[src/rtl/sparc_exu_ecl_dcnt6_pkg.sv]
// Shared definitions for the EXU ECL 6-bit iteration down-counter.
// Holds the FSM state encodings and the counter width constant.
package sparc_exu_ecl_dcnt6_pkg;

  localparam int unsigned Dcnt6Width = 6;

  // 2'b11 is deliberately unnamed; the FSM treats it as illegal and returns to idle.
  typedef enum logic [1:0] {
    StIdle = 2'b00,
    StRun  = 2'b01,
    StDone = 2'b10
  } dcnt6_state_e;

endpackage

[src/rtl/sparc_exu_ecl_dcnt6_dp.sv]
// Load/decrement/clear datapath for the iteration down-counter.
// Clear beats load beats decrement; decrement saturates at zero.
module sparc_exu_ecl_dcnt6_dp #(
  parameter int unsigned Width = 6
) (
  input  logic             clk,
  input  logic             reset,
  input  logic             se,
  input  logic             ld,
  input  logic             dec,
  input  logic             clr,
  input  logic [Width-1:0] din,
  output logic [Width-1:0] q,
  output logic             zero
);

  logic [Width-1:0] q_q, q_d;

  always_comb begin
    q_d = q_q;
    if (clr) begin
      q_d = '0;
    end else if (ld) begin
      q_d = din;
    end else if (dec && (q_q != '0)) begin
      q_d = q_q - Width'(1);
    end
  end

  // Scan enable freezes the functional update while the scan chain owns the flop.
  always_ff @(posedge clk or posedge reset) begin
    if (reset) begin
      q_q <= '0;
    end else if (!se) begin
      q_q <= q_d;
    end
  end

  assign q    = q_q;
  assign zero = (q_q == '0);

endmodule

[src/rtl/sparc_exu_ecl_dcnt6_ctl.sv]
// Loadable 6-bit iteration down-counter with start/done/ack handshake.
// Optional feature: define DCNT6_PAUSE_EN to add the pause input that holds RUN.
module sparc_exu_ecl_dcnt6_ctl
  import sparc_exu_ecl_dcnt6_pkg::*;
#(
  parameter int unsigned WIDTH = Dcnt6Width
) (
  input  logic             clk,
  input  logic             reset,
  input  logic             se,
  input  logic             start,
  input  logic [WIDTH-1:0] load_val,
  input  logic             kill,
  input  logic             ack,
`ifdef DCNT6_PAUSE_EN
  input  logic             pause,
`endif
  output logic             busy,
  output logic [WIDTH-1:0] cnt,
  output logic             last,
  output logic             done
);

  dcnt6_state_e state_q, state_d;
  logic         ld, dec, clr, cnt_zero, run_hold;

`ifdef DCNT6_PAUSE_EN
  assign run_hold = pause;
`else
  assign run_hold = 1'b0;
`endif

  // Priority: kill > ack/start > count.
  always_comb begin
    state_d = state_q;
    ld      = 1'b0;
    dec     = 1'b0;
    clr     = 1'b0;
    if (kill) begin
      state_d = StIdle;
      clr     = 1'b1;
    end else begin
      case (state_q)
        StIdle: begin
          if (start) begin
            state_d = StRun;
            ld      = 1'b1;
          end
        end
        StRun: begin
          if (!run_hold) begin
            if (cnt_zero) begin
              state_d = StDone;
            end else begin
              dec = 1'b1;
            end
          end
        end
        StDone: begin
          if (ack) begin
            if (start) begin
              state_d = StRun;
              ld      = 1'b1;
            end else begin
              state_d = StIdle;
            end
          end
        end
        default: begin
          state_d = StIdle;
          clr     = 1'b1;
        end
      endcase
    end
  end

  always_ff @(posedge clk or posedge reset) begin
    if (reset) begin
      state_q <= StIdle;
    end else if (!se) begin
      state_q <= state_d;
    end
  end

  sparc_exu_ecl_dcnt6_dp #(
    .Width (WIDTH)
  ) u_dp (
    .clk   (clk),
    .reset (reset),
    .se    (se),
    .ld    (ld),
    .dec   (dec),
    .clr   (clr),
    .din   (load_val),
    .q     (cnt),
    .zero  (cnt_zero)
  );

  assign busy = (state_q == StRun);
  assign done = (state_q == StDone);
  assign last = busy & cnt_zero;

endmodule
[config.mk]
export PLATFORM = sky130hd
export DESIGN_NAME = sparc_exu_ecl_dcnt6_ctl
export DESIGN_NICKNAME = d
export VERILOG_FILES = /design/src/rtl/sparc_exu_ecl_dcnt6_pkg.sv /design/src/rtl/sparc_exu_ecl_dcnt6_dp.sv /design/src/rtl/sparc_exu_ecl_dcnt6_ctl.sv
export SDC_FILE = /design/constraint.sdc
export NUM_CORES = 1
export LEC_CHECK = 0
export BUFFER_PORTS_ARGS = -buffer_cell sky130_fd_sc_hd__buf_4
export CORE_MARGIN = 2
export CORE_UTILIZATION = 47
export CTS_BUF_LIST = sky130_fd_sc_hd__clkbuf_8 sky130_fd_sc_hd__clkbuf_16
export DETAILED_ROUTE_END_ITERATION = 8
export MAX_ROUTING_LAYER = met4
export PLACE_DENSITY = 0.73
export SKIP_CTS_REPAIR_TIMING = 1
export SLEW_MARGIN = 20
export SYNTH_ARGS = -nofsm -noshare
export SYNTH_HDL_FRONTEND = slang
export SYNTH_HIERARCHICAL = 1
export SYNTH_SLANG_ARGS = --single-unit
[constraint.sdc]
create_clock -name clk -period 2.5 [get_ports clk]
set_input_delay 0.5 -clock clk [delete_from_list [all_inputs] [get_ports clk]]
set_output_delay 0.5 -clock clk [all_outputs]
set_load 0.1 [all_outputs]
Word level (Yosys, flattened, before mapping)
Cells that the tools add are included.
Word-level totals
  register bits: 8
  input port bits: 12
  logic and storage cells: 36
  output and inout port bits: 9
Operators by class
  add/subtract/negate cells: 1
  eq/ne operators: 5
  multiplexer cells: 18
  bitwise logic cells: 2
  reductions and logical operators: 8
Operators with widths (number)
  two-way mux 6 bit: 3
  two-way mux 1 bit: 9
  two-way mux 2 bit: 4
  logical NOT 6 bit: 1
  inequality test 3 bit (second input constant): 2
  case mux 2 bit (3 select lines): 1
  nonzero test 6 bit: 1
  subtractor 6 x 1 -> 6 bit (second input constant): 1
  AND reduction 4 bit: 1
  inequality test 3 x 2 -> 1 bit (second input constant): 1
  nonzero test 3 bit: 1
  OR reduction 3 bit: 1
  == test 2 x 1 -> 1 bit (second input constant): 1
  == test 2 bit (second input constant): 1
  logical NOT 2 bit: 1
  case mux 1 bit (2 select lines): 1
  AND reduction 2 bit: 1
  AND 1 bit: 1
  logical AND 1 bit: 1
  NOT 1 bit: 1

Longest topological paths before layout
Gate-level depths: netlist of run 1.
  depth in word-level cells: 8
  mapped depth: 9
  depth with buffers taken out: 9

By module
Netlist of run 1, hierarchy kept.
By module, submodules not included
  sparc_exu_ecl_dcnt6_dp: cells each 54, seq. area each 150.1 um^2, instances 1, area each 449.2 um^2
  sparc_exu_ecl_dcnt6_ctl: cells each 18, seq. area each 50.0 um^2, instances 1, area each 163.9 um^2

Worst setup path after synthesis of run 1
OpenSTA, ideal clock, no wires.
  path type: register to output
  start point: register u_dp.q_q[3], in the netlist u_dp/q[3]
  end point: output port last
  buffers on the path: 0
  path slack: -0.916 ns
  arrival: 2.916 ns
  required time: 2.000 ns
  cell stages (with the launch flop): 5
  cell sequence: dfrtp_1 or3_2 nor2_1 inv_1 nor2_1
Between the ends
  longest elaborated chain between the ends: 2
Ends and longest elaborated chain
  start: declaration: line sparc_exu_ecl_dcnt6_dp.sv:17  | logic [Width-1:0] q_q, q_d;
  start signal: assignment: line sparc_exu_ecl_dcnt6_dp.sv:35  | q_q <= q_d;
  logical NOT 6 bit: line sparc_exu_ecl_dcnt6_dp.sv:40  | assign zero = (q_q == '0);
  net cnt_zero: line sparc_exu_ecl_dcnt6_ctl.sv:25  | logic ld, dec, clr, cnt_zero, run_hold;
  AND 1 bit: line sparc_exu_ecl_dcnt6_ctl.sv:101  | assign last = busy & cnt_zero;
  end: declaration: line sparc_exu_ecl_dcnt6_ctl.sv:20  | output logic last,
The timed path passes the listed nets, and every way through them passes these cells.

Worst setup path after layout of run 1
  start point: register u_dp.q_q[2], in the netlist u_dp/q[2]
  end point: output port last
Same word-level chain as after synthesis.

==> results of run 1 <==
-- routing by layer --
metal / vias up / wire (um) / GRT usage, %
met5: - / 0 / -
met4: 0 / 21 / 12.93
met3: 4 / 126 / 5.000
met2: 26 / 674 / 31.05
met1: 280 / 630 / 30.03
li1: 306 / - / -
-- synth_stat cells --
library cell | number | area, sq um
nand2_1 | 9 | 33.78
nor3_2 | 1 | 10.01
a32o_1 | 1 | 10.01
a211o_1 | 1 | 8.760
nor2_1 | 6 | 22.52
ha_1 | 2 | 25.02
clkbuf_1 | 1 | 3.750
a22o_1 | 1 | 8.760
nor4b_2 | 1 | 15.01
or3b_2 | 1 | 8.760
o221a_2 | 1 | 11.26
a21oi_1 | 2 | 10.01
a21o_1 | 2 | 15.01
or3_2 | 1 | 7.510
o2bb2ai_1 | 1 | 8.760
or3_1 | 1 | 6.260
o21ai_1 | 2 | 10.01
o21bai_1 | 1 | 7.510
o31ai_1 | 3 | 22.52
o31a_2 | 1 | 10.01
mux2_2 | 1 | 11.26
o21ai_0 | 2 | 10.01
nor4_1 | 1 | 6.260
nand3_1 | 1 | 5.000
inv_1 | 8 | 30.03
or3_4 | 1 | 11.26
nand2b_2 | 1 | 8.760
nand2b_1 | 3 | 18.77
and2_1 | 1 | 6.260
o41ai_1 | 1 | 8.760
o31a_1 | 1 | 8.760
nor2b_1 | 1 | 6.260
nor2b_4 | 1 | 13.76
o211ai_1 | 1 | 7.510
dfrtp_1 | 8 | 200.2
nor3_1 | 1 | 5.000
-- cell type report --
type	count	area [sq um]
multi-input cells	55	386.6
well taps	15	18.77
repair buffers	21	157.7
inverters	8	30.03
fillers	107	410.4
flip-flops and latches	8	203.9
clock buffers	3	41.29
clock inverters	1	3.754
-- registers in the layout, summed over array words and instances, names as in the netlist --
name     count
state_q      2
u_dp/q       6
-- through the flow --
stage	setup slack, ns	std cells	cell area [sq um]	util, %	hold slack [ns]
global route	0.07780	111	842.1	67.23	0.1305
finish	0.1571	111	842.1	67.23	0.1244
detailed placement	0.4072	107	797.0	63.64	0.3710
global placement	0.4266	107	797.0	63.64	0.3670
CTS	0.1526	111	842.1	67.23	0.1195
floorplan	0.05293	72	624.3	-	0.2412
-- final timing paths --
kind | startpoint | cells past startpoint | slack (ns) | endpoint
max in group asynchronous | reset | 2 | 2.07 | u_dp/q[3]
min reg2reg | u_dp/q[4] | 2 | 0.56 | u_dp/q[4]
min | reset | 2 | 0.12 | state_q[1]
min in group clk | kill | 2 | 0.54 | state_q[1]
max reg2reg | u_dp/q[2] | 6 | 0.40 | u_dp/q[1]
max | u_dp/q[2] | 5 | 0.16 | last
-- cell families after synthesis --
group | count (synthesis)
mux | 1
flops | 8
compound gates | 21
buf+inv | 9
simple gates | 31
fa+ha+maj | 2
==> qor.yml, run 1 <==
final_antenna_net_count: 0
hold_path.class: "in2async"
grt_usage_pct: 22.58
drc: 0
grt_pass1_vias: 494
drt_first_pass_iters: 5
grt_overflow_total: 0
synth_cell_type_count: 36
die_h_um: 40.12
setup_viol: 0
grt_first_pass_wirelength_um: 2201
finalClockSkew_ns: 0.002212
critPathKind: "reg2out"
wl_per_cell_um: 13.09
clk_path_buf_depth: 2
rows: 13
synth_compound_area_share_pct: 25.71
drt_iter0_drc: 18
synth_mux_area_share_pct: 1.837
cp_num_buf_inv: 2
final_cell_mix: "21 x buf_4, 9 x inv_1, 9 x nand2_1"
core_sq_um: 1252
crit_path_top_delay_cell: "or3_2"
routed_wl_um: 1453
die-area_sq_um: 1609
slowest_delay_ns: 0.54
cts_tree: "built"
min_period_over_period_pct: 93.72
rsz0062_at_grt: "false"
cp-end-kind: "primary output"
clk_pin_slew_ns: 0.04
ys_ff_latch: 8
hold_viol_final: 0
status: "finished clean"
synth_top_family_by_area: "simple AND/OR/NAND/NOR gates"
antenna_cells: 0
startpoint_type: "flop"
fin_crit_ns: 2.343
avgSynthCellArea_sq_um: 8.515
areaGrowthSynthToFinish_pct: 37.35
worst_slew_margin_rel_pct: 73.98
initial_core_util_pct: 48.95
ys_seq_area_share_pct: 32.65
path_delay_family: "simple AND/OR/NAND/NOR gates"
clkLatencyLatePin_ns: 0.23
num-nets-final: 111
grt_max_degree: 15
syn-cell-area_sq_um: 613.1
viasPerCell: 5.550
clock-root-buffer: "clkbuf_8"
grt_antenna_before_repair: 0
syn_inst: 72
layout_commonest_cell: "buf_4"
setup_tns_ns: 0
drv_cap: 0
hpwl_um: 1115
chipWidth_um: 40.12
numCtsBuffers: 3
port_buffers: 20
gp_congestion: 0.8665
slew_violations: 0
clock-sinks: 8
worstMarginPinSlew_ns: 0.3852
htree_num_levels: 1
cp.required_ns: 2.00
path_cells: "or3_2 -> nor2_1 -> inv_1 -> nor2_4 -> buf_4"
max_freq_mhz: 426.8
critical_path_arrival_ns: 1.84
ios: 21
yosys.area_share.simple_pct: 30.20
vias: 616
path_max_fanout: 6
syn_nets: 86
yosysWarningCount: 6
drive_gt1_share_pct: 39.58
synthAdderAreaFrac_pct: 4.082
synthXorXnorAreaFrac_pct: 0
Power of run 1 is not shown: default switching activity piles up to over one toggle a cycle in this logic, so the estimate is an artifact.
==> inputs of run 2 (changes only) <==
BUFFER_PORTS_ARGS = default   (was -buffer_cell sky130_fd_sc_hd__buf_4)
CORE_AREA = 2 2 39 41   (was default)
CORE_MARGIN = default   (was 2)
CORE_UTILIZATION = default   (was 47)
DIE_AREA = 0 0 41 43   (was default)
DONT_BUFFER_PORTS = 1   (was default)
PLACE_DENSITY = 0.58   (was 0.73)
==> qor.yml, run 2 (same netlist as run 1, synthesis figures left out) <==
status: "finished clean"
clock-root-buffer: "clkbuf_8"
drive_gt1_share_pct: 33.72  # -5.9 points
hold_viol_final: 0  # unchanged
postLayoutCoreUtil_pct: 56.60  # -11 points
worstMarginPinSlew_ns: 0.3433  # -0.04193 ns
max_freq_mhz: 450.3  # +5.5%
initial_core_util_pct: 44.30  # -4.6 points
setup_viol: 0  # unchanged
cp.required_ns: 2.00  # about the same
critPathKind: "reg2out"
met1_usage_pct: 26.91  # -3.1 points
layout_commonest_cell: "buf_4"
chipWidth_um: 41  # +2.2%
place_area_sq_um: 738.2  # -7.4%
num-nets-final: 101  # -9.0%
antenna_cells: 0  # unchanged
viasPerCell: 5.461  # -1.6%
cts_tree: "built"
use_met2_pct: 35.63  # +4.6 points
startpoint_type: "flop"
worst_slew_margin_rel_pct: 77.05  # +3.1 points
grt_busiest_layer: "met2"
clkLatencyLatePin_ns: 0.23  # about the same
clock-sinks: 8  # unchanged
areaGrowthSynthToFinish_pct: 27.76
die_h_um: 43  # +7.2%
slowest_delay_ns: 0.53  # about the same
clk_pin_slew_ns: 0.05  # about the same
ff2ff_setup_slack_ns: 0.48  # +0.08 ns
worstReg2RegStart: "u_dp/q[2]"
drv_cap: 0  # unchanged
path_delay_family: "simple AND/OR/NAND/NOR gates"
gp_congestion: 0.8660  # about the same
ios: 21  # unchanged
die-area_sq_um: 1763  # +9.6%
grt_usage_pct: 22.56  # -0.023 points
setup_tns_ns: 0  # unchanged
numCtsBuffers: 3  # unchanged
r2r_cells: 5  # -1
final_antenna_net_count: 0  # unchanged
finalClockSkew_ns: 0.009333  # +0.007121 ns
hold_path.class: "in2async"
path_max_fanout: 5  # -1
drc: 0  # unchanged
final_area_sq_um: 783.3  # -7.0%
r2r_end: "u_dp/q[5]"
grt_first_pass_wirelength_um: 2635  # +20%
slew_violations: 0  # unchanged
fin_crit_ns: 2.221  # -0.1220 ns
core_sq_um: 1384  # +10%
rows: 14  # +1
crit_path_top_delay_cell: "or3_2"
critical_path_arrival_ns: 1.72  # -0.12 ns
vias: 557  # -9.6%
clk_path_buf_depth: 2  # unchanged
cp-end-kind: "primary output"
rsz0062_at_grt: "false"
routed_wl_um: 1500  # +3.2%
grt_pass1_vias: 617  # +25%
met3_usage_pct: 8.377  # +3.4 points
drt_iter0_drc: 8  # -10
final_cell_mix: "10 x buf_4, 9 x inv_1, 9 x nand2_1"
hpwl_um: 1220  # +9.4%
drt_first_pass_iters: 4  # -1
grt_max_degree: 11  # -4
path_cells: "or3_2 -> nor2_1 -> inv_1 -> nor2_4 -> buf_12"
min_period_over_period_pct: 88.84  # -4.9 points
port_buffers: 0  # -100%
cp_num_buf_inv: 2  # unchanged
grt_antenna_before_repair: 0  # unchanged
wl_per_cell_um: 14.71  # +12%
largest_reg_flops: 6  # unchanged
htree_num_levels: 1  # unchanged
grt_overflow_total: 0  # unchanged
run 2: changes by cell type in the layout (fill, tap and decap cells not counted):
cell     previous run  this run
buf_4              21        10
nor2b_2             0         1
buf_12              0         1
nor2b_1             1         0
run 2: worst max-delay path by stage:
| stage | depth (start not counted) | endpoint | from |
|---|---|---|---|
| floorplan | 8 | u_dp/q[1] | u_dp/q[0] |
| global placement | 5 | u_dp/q[5] | u_dp/q[2] |
| detailed placement | 5 | u_dp/q[5] | u_dp/q[2] |
| CTS | 5 | last | u_dp/q[2] |
| global route | 5 | last | u_dp/q[2] |
| finish | 5 | last | u_dp/q[2] |
run 2: through the flow:
| step | setup slack, ns | std cells | hold slack [ns] |
|---|---|---|---|
| after floorplan | 0.05293 | 72 | 0.2412 |
| final | 0.2791 | 102 | 0.0008086 |
| after CTS | 0.2725 | 102 | 0.0005775 |
| after global routing | 0.1937 | 102 | 0.0009360 |
| after detailed placement | 0.4878 | 98 | 0.2499 |
| after global placement | 0.4899 | 98 | 0.2442 |
run 2: metal layers:
metal / wire length (um) / share of wire, % / vias up
li1: - / - / 285
met1: 617 / 41 / 255
met2: 774 / 52 / 15
met3: 97 / 6.5 / 2
met4: 10 / 0.67 / 0
met5: 0 / 0 / -
run 2: layout make-up:
type | instances | area (sq um)
Sequential cell | 8 | 203.9
Inverter | 8 | 30.03
Timing Repair Buffer | 11 | 95.09
Clock inverter | 1 | 3.754
Tap cell | 16 | 20.02
Fill cell | 136 | 600.6
Clock buffer | 3 | 41.29
Multi-Input combinational cell | 55 | 389.1
Power of run 2 is left out for the same reason.
